**src/rtl/seven_seg_scanner_param.sv**
```systemverilog
// Multiplexed N-digit seven-segment scanner with a built-in slot prescaler,
// per-digit participation mask, anti-ghosting blank interval and hex decode.
module seven_seg_scanner_param #(
    parameter int NUM_DIGITS   = 4,
    parameter int SCAN_DIV     = 100000,
    parameter int BLANK_CYCLES = 16,
    localparam int IDX_W       = (NUM_DIGITS > 1) ? $clog2(NUM_DIGITS) : 1
) (
    input  logic                    clk_i,
    input  logic                    rst_ni,
    input  logic                    enable_i,
    input  logic [NUM_DIGITS-1:0]   digit_mask_i,
    input  logic [4*NUM_DIGITS-1:0] digits_i,
    input  logic [NUM_DIGITS-1:0]   dp_i,
    output logic [NUM_DIGITS-1:0]   anode_o,
    output logic [6:0]              seg_o,
    output logic                    dp_o,
    output logic [IDX_W-1:0]        digit_index_o,
    output logic                    frame_start_o
);

    localparam int CNT_W = (SCAN_DIV > 1) ? $clog2(SCAN_DIV) : 1;

    function automatic logic [6:0] hex7(input logic [3:0] n);
        logic [6:0] s;
        case (n)
            4'h0: s = 7'h40;
            4'h1: s = 7'h79;
            4'h2: s = 7'h24;
            4'h3: s = 7'h30;
            4'h4: s = 7'h19;
            4'h5: s = 7'h12;
            4'h6: s = 7'h02;
            4'h7: s = 7'h78;
            4'h8: s = 7'h00;
            4'h9: s = 7'h10;
            4'hA: s = 7'h08;
            4'hB: s = 7'h03;
            4'hC: s = 7'h46;
            4'hD: s = 7'h21;
            4'hE: s = 7'h06;
            default: s = 7'h0E;
        endcase
        return s;
    endfunction

    logic [CNT_W-1:0]      count_q, count_d;
    logic [IDX_W-1:0]      idx_q, idx_d;
    logic [NUM_DIGITS-1:0] anode_q, anode_d;
    logic [6:0]            seg_q, seg_d;
    logic                  dp_q, dp_d;
    logic [IDX_W-1:0]      digit_index_q;
    logic                  frame_start_q, frame_start_d;

    logic                  tick;
    logic                  in_blank;
    logic                  mask_any;
    logic [IDX_W-1:0]      next_idx;
    logic [6:0]            seg_dec [NUM_DIGITS];

    assign tick     = (count_q == CNT_W'(SCAN_DIV - 1));
    assign mask_any = |digit_mask_i;

    generate
        if (BLANK_CYCLES == 0) begin : g_no_blank
            assign in_blank = 1'b0;
        end else begin : g_blank
            assign in_blank = (count_q < CNT_W'(BLANK_CYCLES));
        end
    endgenerate

    genvar gi;
    generate
        for (gi = 0; gi < NUM_DIGITS; gi++) begin : g_dec
            assign seg_dec[gi] = hex7(digits_i[4*gi +: 4]);
        end
    endgenerate

    // Next participating digit above idx, else wrap to the lowest set bit;
    // an empty mask leaves idx where it is.
    always_comb begin
        logic [IDX_W-1:0] above;
        logic [IDX_W-1:0] lowest;
        logic             found;
        above  = idx_q;
        lowest = idx_q;
        found  = 1'b0;
        for (int i = NUM_DIGITS - 1; i >= 0; i--) begin
            if (digit_mask_i[i]) begin
                lowest = IDX_W'(i);
                if (i > int'(idx_q)) begin
                    above = IDX_W'(i);
                    found = 1'b1;
                end
            end
        end
        next_idx = idx_q;
        if (found) begin
            next_idx = above;
        end else if (mask_any) begin
            next_idx = lowest;
        end
    end

    always_comb begin
        count_d = count_q;
        idx_d   = idx_q;
        if (enable_i) begin
            if (tick) begin
                count_d = '0;
                idx_d   = next_idx;
            end else begin
                count_d = count_q + CNT_W'(1);
            end
        end
    end

    always_comb begin
        anode_d       = '1;
        seg_d         = 7'h7F;
        dp_d          = 1'b1;
        frame_start_d = enable_i && tick && mask_any && (next_idx <= idx_q);
        if (enable_i && !in_blank && digit_mask_i[idx_q]) begin
            anode_d = ~(NUM_DIGITS'(1) << idx_q);
            seg_d   = seg_dec[idx_q];
            dp_d    = ~dp_i[idx_q];
        end
    end

    always_ff @(posedge clk_i) begin
        if (!rst_ni) begin
            count_q       <= '0;
            idx_q         <= '0;
            anode_q       <= '1;
            seg_q         <= 7'h7F;
            dp_q          <= 1'b1;
            digit_index_q <= '0;
            frame_start_q <= 1'b0;
        end else begin
            count_q       <= count_d;
            idx_q         <= idx_d;
            anode_q       <= anode_d;
            seg_q         <= seg_d;
            dp_q          <= dp_d;
            digit_index_q <= idx_q;
            frame_start_q <= frame_start_d;
        end
    end

    assign anode_o       = anode_q;
    assign seg_o         = seg_q;
    assign dp_o          = dp_q;
    assign digit_index_o = digit_index_q;
    assign frame_start_o = frame_start_q;

endmodule

```
**config.mk**
```make
export PLATFORM = sky130hd
export DESIGN_NAME = seven_seg_scanner_param
export DESIGN_NICKNAME = d
export VERILOG_FILES = /design/src/rtl/seven_seg_scanner_param.sv
export SDC_FILE = /design/constraint.sdc
export NUM_CORES = 1
export LEC_CHECK = 0
export BUFFER_PORTS_ARGS = -buffer_cell sky130_fd_sc_hd__buf_2
export CAP_MARGIN = 15
export CORE_UTILIZATION = 25
export CTS_BUF_LIST = sky130_fd_sc_hd__clkbuf_4 sky130_fd_sc_hd__clkbuf_8
export CTS_CLUSTER_DIAMETER = 30
export CTS_CLUSTER_SIZE = 12
export DETAILED_ROUTE_END_ITERATION = 8
export PLACE_DENSITY = 0.46
export SLEW_MARGIN = 20
export SYNTH_ARGS = -nofsm -noshare
export SYNTH_HDL_FRONTEND = slang
export SYNTH_SLANG_ARGS = --single-unit
export TNS_END_PERCENT = 1
```
**constraint.sdc**
```tcl
create_clock -name clk_i -period 3.1 [get_ports clk_i]
set_clock_uncertainty 0.05 [all_clocks]
set_input_delay 0.31 -clock clk_i [delete_from_list [all_inputs] [get_ports clk_i]]
set_output_delay 0.31 -clock clk_i [all_outputs]
set_load 0.02 [all_outputs]
```
After elaboration in Yosys (flattened, before gate mapping). Memory sizes are Yosys's and may differ from the RTL's. Cells that the tools add are included. Widths: inputs -> output; s select.

Input bits: 27. Output and inout port bits: 15. Bits in read-only memories: 448. Logic and storage cells: 59. Memories: 4. Register bits after elaboration: 34.

Memories: (no name shown) (words 16, width 7, read ports 1, clocked after memory_dff 0, wr ports 0, line 26) `case (n)`; (no name shown) (words 16, width 7, read ports 1, clocked after memory_dff 0, wr ports 0, line 26); (no name shown) (words 16, width 7, read ports 1, clocked after memory_dff 0, wr ports 0, line 26); (no name shown) (words 16, width 7, read ports 1, clocked after memory_dff 0, wr ports 0, line 26).

Shifts and indexed selects: 1. Multiplexer cells: 26. Bitwise logic cells: 3. Equal/unequal tests: 1. Add/sub/neg operators: 1. Reduce and logical (&&, ||, !) cells: 9. Order comparisons: 7.

Operators by type and width (count): $mux 2 (12); $add 17x1->17 const B (1); $eq 17x17->1 const B (1); $lt 17x5->1 const B (1); $mux 17 (1); $bmux 7 s2 (1); $mux 7 (2); $mux 1 (8); $logic_and 1x1->1 (5); $bmux 1 s2 (2); $gt 2x2->1 const A (2); $not 4->4 (1); $reduce_and 2->1 (2); $reduce_or 4->1 (1); $shl 1x2->4 const A (1); $ge 3x3->1 const B (1); $lt 2x3->1 const B (1); $not 2->3 (1); $gt 1x2->1 const A (1); $le 2x2->1 (1); $logic_not 1->1 (1); $not 1->1 (1).

Logic depth before layout (Yosys ltp). Gate-level depths: netlist of the first run.

Depth after elaboration: 10. Gate-level depth with buffers: 10. Mapped depth without buffers: 8.

Worst setup path after synthesis of the first run. Ideal clock, no wire load.

Kind: reg2reg. Start: register idx_q[1]. End: register frame_start_q (netlist: frame_start_o). Path buffers: 2. Path slack: 1.264 ns. Setup time: 0.078 ns. Data arrival time: 1.708 ns. Data required time: 2.972 ns. Stages on the path, launching flop included: 11. Clock period less this slack: 1.836 ns. Path through: dfxtp_1 -> buf_2 -> clkbuf_1 -> a21oi_1 -> a31oi_1 -> a21o_1 -> inv_1 -> ha_1 -> a21oi_1 -> a21oi_1 -> nor3_1.

Longest elaborated chain between the ends: 10. Elaborated cells between the ends (all ways): 23. Those cells by class: 4 x order compare; 18 x mux; 1 x reduce/logical.

Ends and longest elaborated chain: start, declared (line 48) `logic [IDX_W-1:0] idx_q, idx_d;`; start signal, assigned (line 141) `idx_q <= idx_d;`; $gt 2x2->1 (line 91) `if (i > int'(idx_q)) begin`; $mux 2 / $mux 1 (equally long branches) (line 91); $mux 2 / $mux 1 (equally long branches) (line 89) `if (digit_mask_i[i]) begin`; $mux 2 / $mux 1 (equally long branches) (line 91); $mux 2 / $mux 1 (equally long branches) (line 89); $mux 2 / $mux 1 (equally long branches) (line 91); $mux 2 / $mux 1 (equally long branches) (line 89); $mux 2 * (line 98) `if (found) begin`; via next_idx[1] (line 58) `logic [IDX_W-1:0] next_idx;`; $le 2x2->1 * (line 122) `frame_start_d = enable_i && tick && mask_any && (next_idx <= idx_q);`; $logic_and 1x1->1 * (line 122); end signal, assigned (line 146) `frame_start_q <= frame_start_d;`; end, declared (line 53) `logic frame_start_q, frame_start_d;`.

The timed path passes the listed nets; every way through them passes the cells marked *. A chain may end at the register's enable or synchronous reset.

Worst setup path in the final report of the first run.
Start: register idx_q[0]. End: register frame_start_q (netlist: frame_start_o).

Same word-level chain as after synthesis.

==> results of run 1 <==
==> routing by layer <==
metal  wire length (microns)  global-route usage
met5                       0                   0
met4                      97              0.0520
met3                     196              0.0138
met2                    2860               0.188
met1                    3330               0.173
==> area by class of cell <==
cell class	count	area (sq um)
timing repair buffer	44	228
inverter	18	67.6
multi-input combinational	237	1780
sequential	34	681
tap	133	166
clock buffer	8	110
fill	1093	6880
==> cell usage in the layout, fill, tap and decap left out, types with 9 or more instances in the layout <==
cell | synthesis | final
nor2b_1 | 10 | 10
nand3_1 | 12 | 12
buf_2 | 6 | 41
ha_1 | 27 | 27
mux2i_1 | 10 | 10
nand2_1 | 14 | 14
nor3_1 | 9 | 9
nand4_1 | 10 | 10
inv_1 | 17 | 17
nor2_1 | 37 | 37
dfxtp_1 | 34 | 34
==> sequential cells by signal, indices dropped and copies added, names as in the netlist <==
signal         count
count_q           17
seg_o              7
anode_o            4
digit_index_o      2
idx_q              2
dp_o               1
frame_start_o      1
==> power breakdown <==
group	switching, W	internal (W)	total [W]
registers	0.00000376	0.000439	0.000443
logic	0.0000891	0.0000707	0.000160
clock network	0.000162	0.000224	0.000387
==> critical path, stage by stage, from the launching register on <==
cell     delay [ns]
dfxtp_1        0.71
inv_1          0.27
a31oi_1        0.21
a21o_1         0.15
inv_1          0.04
ha_1           0.28
a21oi_1        0.13
a21oi_1        0.05
nor3_1         0.18
==> per-stage QoR <==
| stage | power [W] | instance area [sq um] | util | cells | setup WS, ns |
|---|---|---|---|---|---|
| 2_1_floorplan | 0.000561 | 2600 | - | 307 | 1.26 |
| 3_3_place_gp | 0.000614 | 2920 | 0.294 | 466 | 1.06 |
| 3_5_place_dp | 0.000614 | 2920 | 0.294 | 466 | 0.950 |
| 4_1_cts | 0.00100 | 3030 | 0.306 | 474 | 0.930 |
| 5_1_grt | 0.00105 | 3030 | 0.306 | 474 | 0.683 |
| 6_report | 0.000990 | 3030 | 0.306 | 474 | 0.944 |
==> kinds of logic (layout without fill, tap and decap cells) <==
logic type | after synthesis | in the layout | synth area share
AO/OA/AOI/OAI | 57 | 57 | 0.157
adder cells (fa/ha/maj) | 27 | 27 | 0.130
XOR/XNOR | 13 | 13 | 0.0438
buffers and inverters | 36 | 70 | 0.0562
flip-flops | 34 | 34 | 0.262
multiplexers | 24 | 24 | 0.121
AND/OR/NAND/NOR | 116 | 116 | 0.231
==> how the worst max path moves through the flow <==
stage | cells past startpoint | slack, ns | to
floorplan | 10 | 1.26 | frame_start_o$_SDFF_PN0_
global placement | 8 | 1.06 | frame_start_o$_SDFF_PN0_
detailed placement | 8 | 0.95 | frame_start_o$_SDFF_PN0_
CTS | 8 | 0.93 | frame_start_o$_SDFF_PN0_
global route | 8 | 0.68 | frame_start_o$_SDFF_PN0_
finish | 8 | 0.94 | frame_start_o$_SDFF_PN0_
==> impl_metrics.ini, run 1 <==
[logic_synthesis]
synth_top_cells_by_area = dfxtp_1, ha_1, nor2_1
synth_edf_count = 0
netlist_instances = 307
ys_types = 53
syn_nets = 361
yosysSeqAreaShare = 0.262
synth_warnings = 0
netlist_area_sq_um = 2600
yosysTopAreaCell = dfxtp_1
synth_commonest_cells = nor2_1, dfxtp_1, ha_1, inv_1, nand2_1
synth_area_per_cell_sq_um = 8.48
synth_ff_type = dfxtp_1
ys_async_sr_fraction = 0
synth-seq-cells = 34
yosysMostFrequentCell = nor2_1
yosys.area.top_type_share = 0.262

[grt]
grtUsageTotal = 0.123
grt_pass1_vias = 2223
grt_pass1_wl_microns = 10900
grt_overflow_total = 0
grt_antenna_before_repair = 0
grt_max_degree = 18

[sta]
finalHoldViolCount = 0
fmax_ghz = 0.464
fin_crit_ns = 2.16
maxSlewViolCount = 0
finalSetupTns_ns = 0
finalSetupViolations = 0
holdWs_ns = 0.261
rsz0062_at_grt = false
worstMarginPinSlew_ns = 0.607
relSlewSlack = 0.595
fin_crit_sh = 0.695

[clocking]
clockBufferDepth = 2
cts_resized = 0
cts_setup_buffers = 0
cts_max_level = 2
ctsHoldBuffers = 0
cts-root-buf = clkbuf_8
cts_tree = yes
clk_latency_ns = 0.29
clkSinkCount = 34
cts_buffers = 5
clk_pin_slew_ns = 0.07

[critical_path]
reg2reg_from = idx_q[0]$_SDFFE_PN0P_
cp_data_arrival_time_ns = 2.31
cp-end-kind = flop
start_kind = flop
cp.required_ns = 3.26
crit_type = flop to flop
r2r_setup_slack_ns = 0.94
ff2ff_path_depth = 8
cp-startpoint = idx_q[0]$_SDFFE_PN0P_
crit_fanout = 16
r2r_end = frame_start_o$_SDFF_PN0_

[finish]
nNetsFinal = 394
drive_gt1_frac = 0.196
syn2layout_area_growth_pct = 16.3
num_antenna_cells = 0

[routing]
drt_wl_total_microns = 6480
vias_per_cell = 4.82
detail-route-antenna-nets = 0
firstDrtPassIters = 4
wire_per_inst_microns = 13.7
vias = 2283
drcViolationCount = 0
drt_iter0_drc = 67

[worst_hold_path]
min_path_type = input port to flop
min-delay-start = rst_ni
holdPathEnd = digit_index_o[1]$_SDFF_PN0_
hold_depth = 3

[run_status]
status = finished clean

[die]
dieArea_sq_um = 10800
rows = 36
die_h_microns = 104
io_pins = 42
fp.dieW_microns = 104
start_util = 0.263
core_sq_um = 9910

[pwr]
ir_drop_mv = 0.134
p_per_area_nw_per_um2 = 327
p_leak_nw = 1.23

[placement]
place.detailed.hpwl_microns = 5000
numPortBuffers = 41
place.gp.congestion = 0.764

[job]
cap_viol_max_count = 0
Note: power is estimated with default switching activity, not from simulation.
==> run 2, diff against run 1 <==
--- a/config.mk
+++ b/config.mk
@@ -5,6 +5,7 @@
 export SDC_FILE = /design/constraint.sdc
 export NUM_CORES = 1
 export LEC_CHECK = 0
+export ABC_AREA = 1
 export BUFFER_PORTS_ARGS = -buffer_cell sky130_fd_sc_hd__buf_2
 export CAP_MARGIN = 15
 export CORE_UTILIZATION = 25
@@ -12,7 +13,7 @@
 export CTS_CLUSTER_DIAMETER = 30
 export CTS_CLUSTER_SIZE = 12
 export DETAILED_ROUTE_END_ITERATION = 8
-export PLACE_DENSITY = 0.46
+export PLACE_DENSITY = 0.47
 export SLEW_MARGIN = 20
 export SYNTH_ARGS = -nofsm -noshare
 export SYNTH_HDL_FRONTEND = slang
==> constraint.sdc (replaced) <==
create_clock -name clk_i -period 1.9 [get_ports clk_i]
set_clock_uncertainty 0.05 [all_clocks]
set_input_delay 0.19 -clock clk_i [delete_from_list [all_inputs] [get_ports clk_i]]
set_output_delay 0.19 -clock clk_i [all_outputs]
set_load 0.02 [all_outputs]
==> impl_metrics.ini, run 2 <==
[logic_synthesis]
synth_ff_type = dfxtp_1
synth_edf_count = 0
synth_warnings = 0
yosysSeqAreaShare = 0.259
netlist_instances = 417
ys_types = 29
synth_area_per_cell_sq_um = 6.31
syn_nets = 471
yosysTopAreaCell = dfxtp_1
synth_commonest_cells = nand2_1, nor2_1, inv_1, dfxtp_1, nand3_1
yosys.area.top_type_share = 0.259
ys_async_sr_fraction = 0
netlist_area_sq_um = 2630
yosysMostFrequentCell = nand2_1
synth_top_cells_by_area = dfxtp_1, nand2_1, ha_1
synth-seq-cells = 34

[die]
dieArea_sq_um = 10900
start_util = 0.256
io_pins = 42
core_sq_um = 10300
rows = 37
fp.dieW_microns = 105
die_h_microns = 105

[finish]
regMostFlops = count_q
fin_area_sq_um = 3150
final_cell_mix = nand2_1, nor2_1, inv_1, buf_2, dfxtp_1
nNetsFinal = 516
finish.utilization = 0.307
final_common_cell = nand2_1
largest_register_ffs = 17
drive_gt1_frac = 0.168
syn2layout_area_growth_pct = 19.8
fill_cells = 1159
num_antenna_cells = 0

[critical_path]
cp.required_ns = 2.07
critPathSlowestCell = dfxtp_1
crit_type = flop to flop
path_cells = nor2_2 > nor2_1 > nor2_1 > nand2_1 > a21oi_2 > ha_1 > inv_1 > nor2_1 > o21ai_0 > nand2_1 > nor3_1
path_delay_family = simple AND/OR/NAND/NOR gates
crit_fanout = 4
critPathMostFrequentCell = nor2_1
path_buf_inv = 1
cpPeakStageDelay_ns = 0.36
cp-end-kind = flop
start_kind = flop
cp_data_arrival_time_ns = 1.93

[routing]
wire_per_inst_microns = 11.7
firstDrtPassIters = 4
vias_per_cell = 4.48
drt_wl_total_microns = 7000
detail-route-antenna-nets = 0
drcViolationCount = 0
vias = 2684
drt_iter0_drc = 125

[placement]
numPortBuffers = 41
dp_worst_setup_slack_ns = 0.125
place.gp.congestion = 0.855
place.detailed.hpwl_microns = 5750
place_area_sq_um = 3010

[sta]
maxSlewViolCount = 0
finalHoldViolCount = 0
fmax_ghz = 0.569
fin_crit_ns = 1.76
worstMarginPinSlew_ns = 0.263
holdWs_ns = 0.0936
fin_crit_sh = 0.925
setup_ws_ns = 0.142
relSlewSlack = 0.823
finalSetupViolations = 0

[clocking]
cts_tree = yes
cts_buffers = 5
cts-root-buf = clkbuf_8
clk_latency_ns = 0.29
clkSinkCount = 34
clk_pin_slew_ns = 0.08
clockBufferDepth = 2
ctsHoldBuffers = 0
cts_resized = 0
cts_setup_buffers = 0
cts_max_level = 2

[pwr]
comb_power_share = 0.137
seqPwrFrac = 0.397
p_leak_nw = 1.43
p_per_area_nw_per_um2 = 575
total_power_w = 0.00181
ir_drop_mv = 0.437
sw_frac_of_total = 0.247
p_int_w = 0.00136
clkPwrFrac = 0.466
p_sw_w = 0.000448

[grt]
grtUsageTotal = 0.130
grt_pass1_wl_microns = 11400
grt_pass1_vias = 2431
grt_overflow_total = 0
grt_max_degree = 12
grt_antenna_before_repair = 0

[run_status]
status = finished clean

[job]
cap_viol_max_count = 0

[worst_hold_path]
min_path_type = input port to flop
==> run 2: cell count changes after synthesis, sizes merged, moves of 8 or more <==
| cell | delta |
|---|---|
| a21oi | +18 |
| a221oi | -8 |
| clkbuf | -11 |
| inv | +38 |
| mux2 | -9 |
| mux2i | -10 |
| nand2 | +86 |
| nand3 | +16 |
| nor2 | +28 |
| nor2b | -10 |
| o21ai | +26 |
==> run 2: path summary, 6_finish.rpt <==
path	from	end	slack (ns)	cells after the start
worst max-delay path	idx_q[1]$_SDFFE_PN0P_	frame_start_o$_SDFF_PN0_	0.14	11
worst min-delay path	rst_ni	digit_index_o[0]$_SDFF_PN0_	0.09	3
worst max register to register	idx_q[1]$_SDFFE_PN0P_	frame_start_o$_SDFF_PN0_	0.14	11
worst min register to register	count_q[0]$_SDFFE_PN0P_	count_q[0]$_SDFFE_PN0P_	0.45	2
==> run 2: routing by layer <==
metal / vias to the layer above / wire (microns) / GRT usage
met4: 0 / 170 / 0.0513
li1: 1436 / - / -
met2: 62 / 3170 / 0.208
met5: - / 0 / 0
met3: 16 / 230 / 0.0225
met1: 1170 / 3430 / 0.172
==> run 2: layout make-up <==
type	instances	area [sq um]	share of cell area
timing repair buffer	46	255	0.0810
multi-input combinational	319	1690	0.537
sequential	34	681	0.216
clock inverter	2	60.1	0.0190
inverter	56	210	0.0667
tap	136	170	0.0540
clock buffer	6	82.6	0.0262
==> run 2: kinds of logic after synthesis <==
logic type               synth area share
AND/OR/NAND/NOR                     0.346
XOR/XNOR                          0.00666
AO/OA/AOI/OAI                       0.160
adder cells (fa/ha/maj)             0.128
buffers and inverters              0.0998
flip-flops                          0.259
==> run 2: power by group through the flow <==
stage	Clock [W]	Sequential, W	Combinational, W
3_5_place_dp	0	0.000736	0.000246
3_3_place_gp	0	0.000736	0.000246
4_1_cts	0.000860	0.000720	0.000247
2_1_floorplan	0	0.000736	0.000162
6_report	0.000845	0.000720	0.000248
5_1_grt	0.000905	0.000720	0.000282
==> run 2: tightest hold or removal path: stages <==
cell     delay [ns]
buf_2          0.12
nand2_1        0.06
inv_1          0.04
==> run 2: per-stage QoR <==
stage	setup TNS (ns)	cells
detailed placement	0	591
floorplan	0	417
global placement	0	591
finish	0	599
CTS	0	599
global route	-0.00171	599
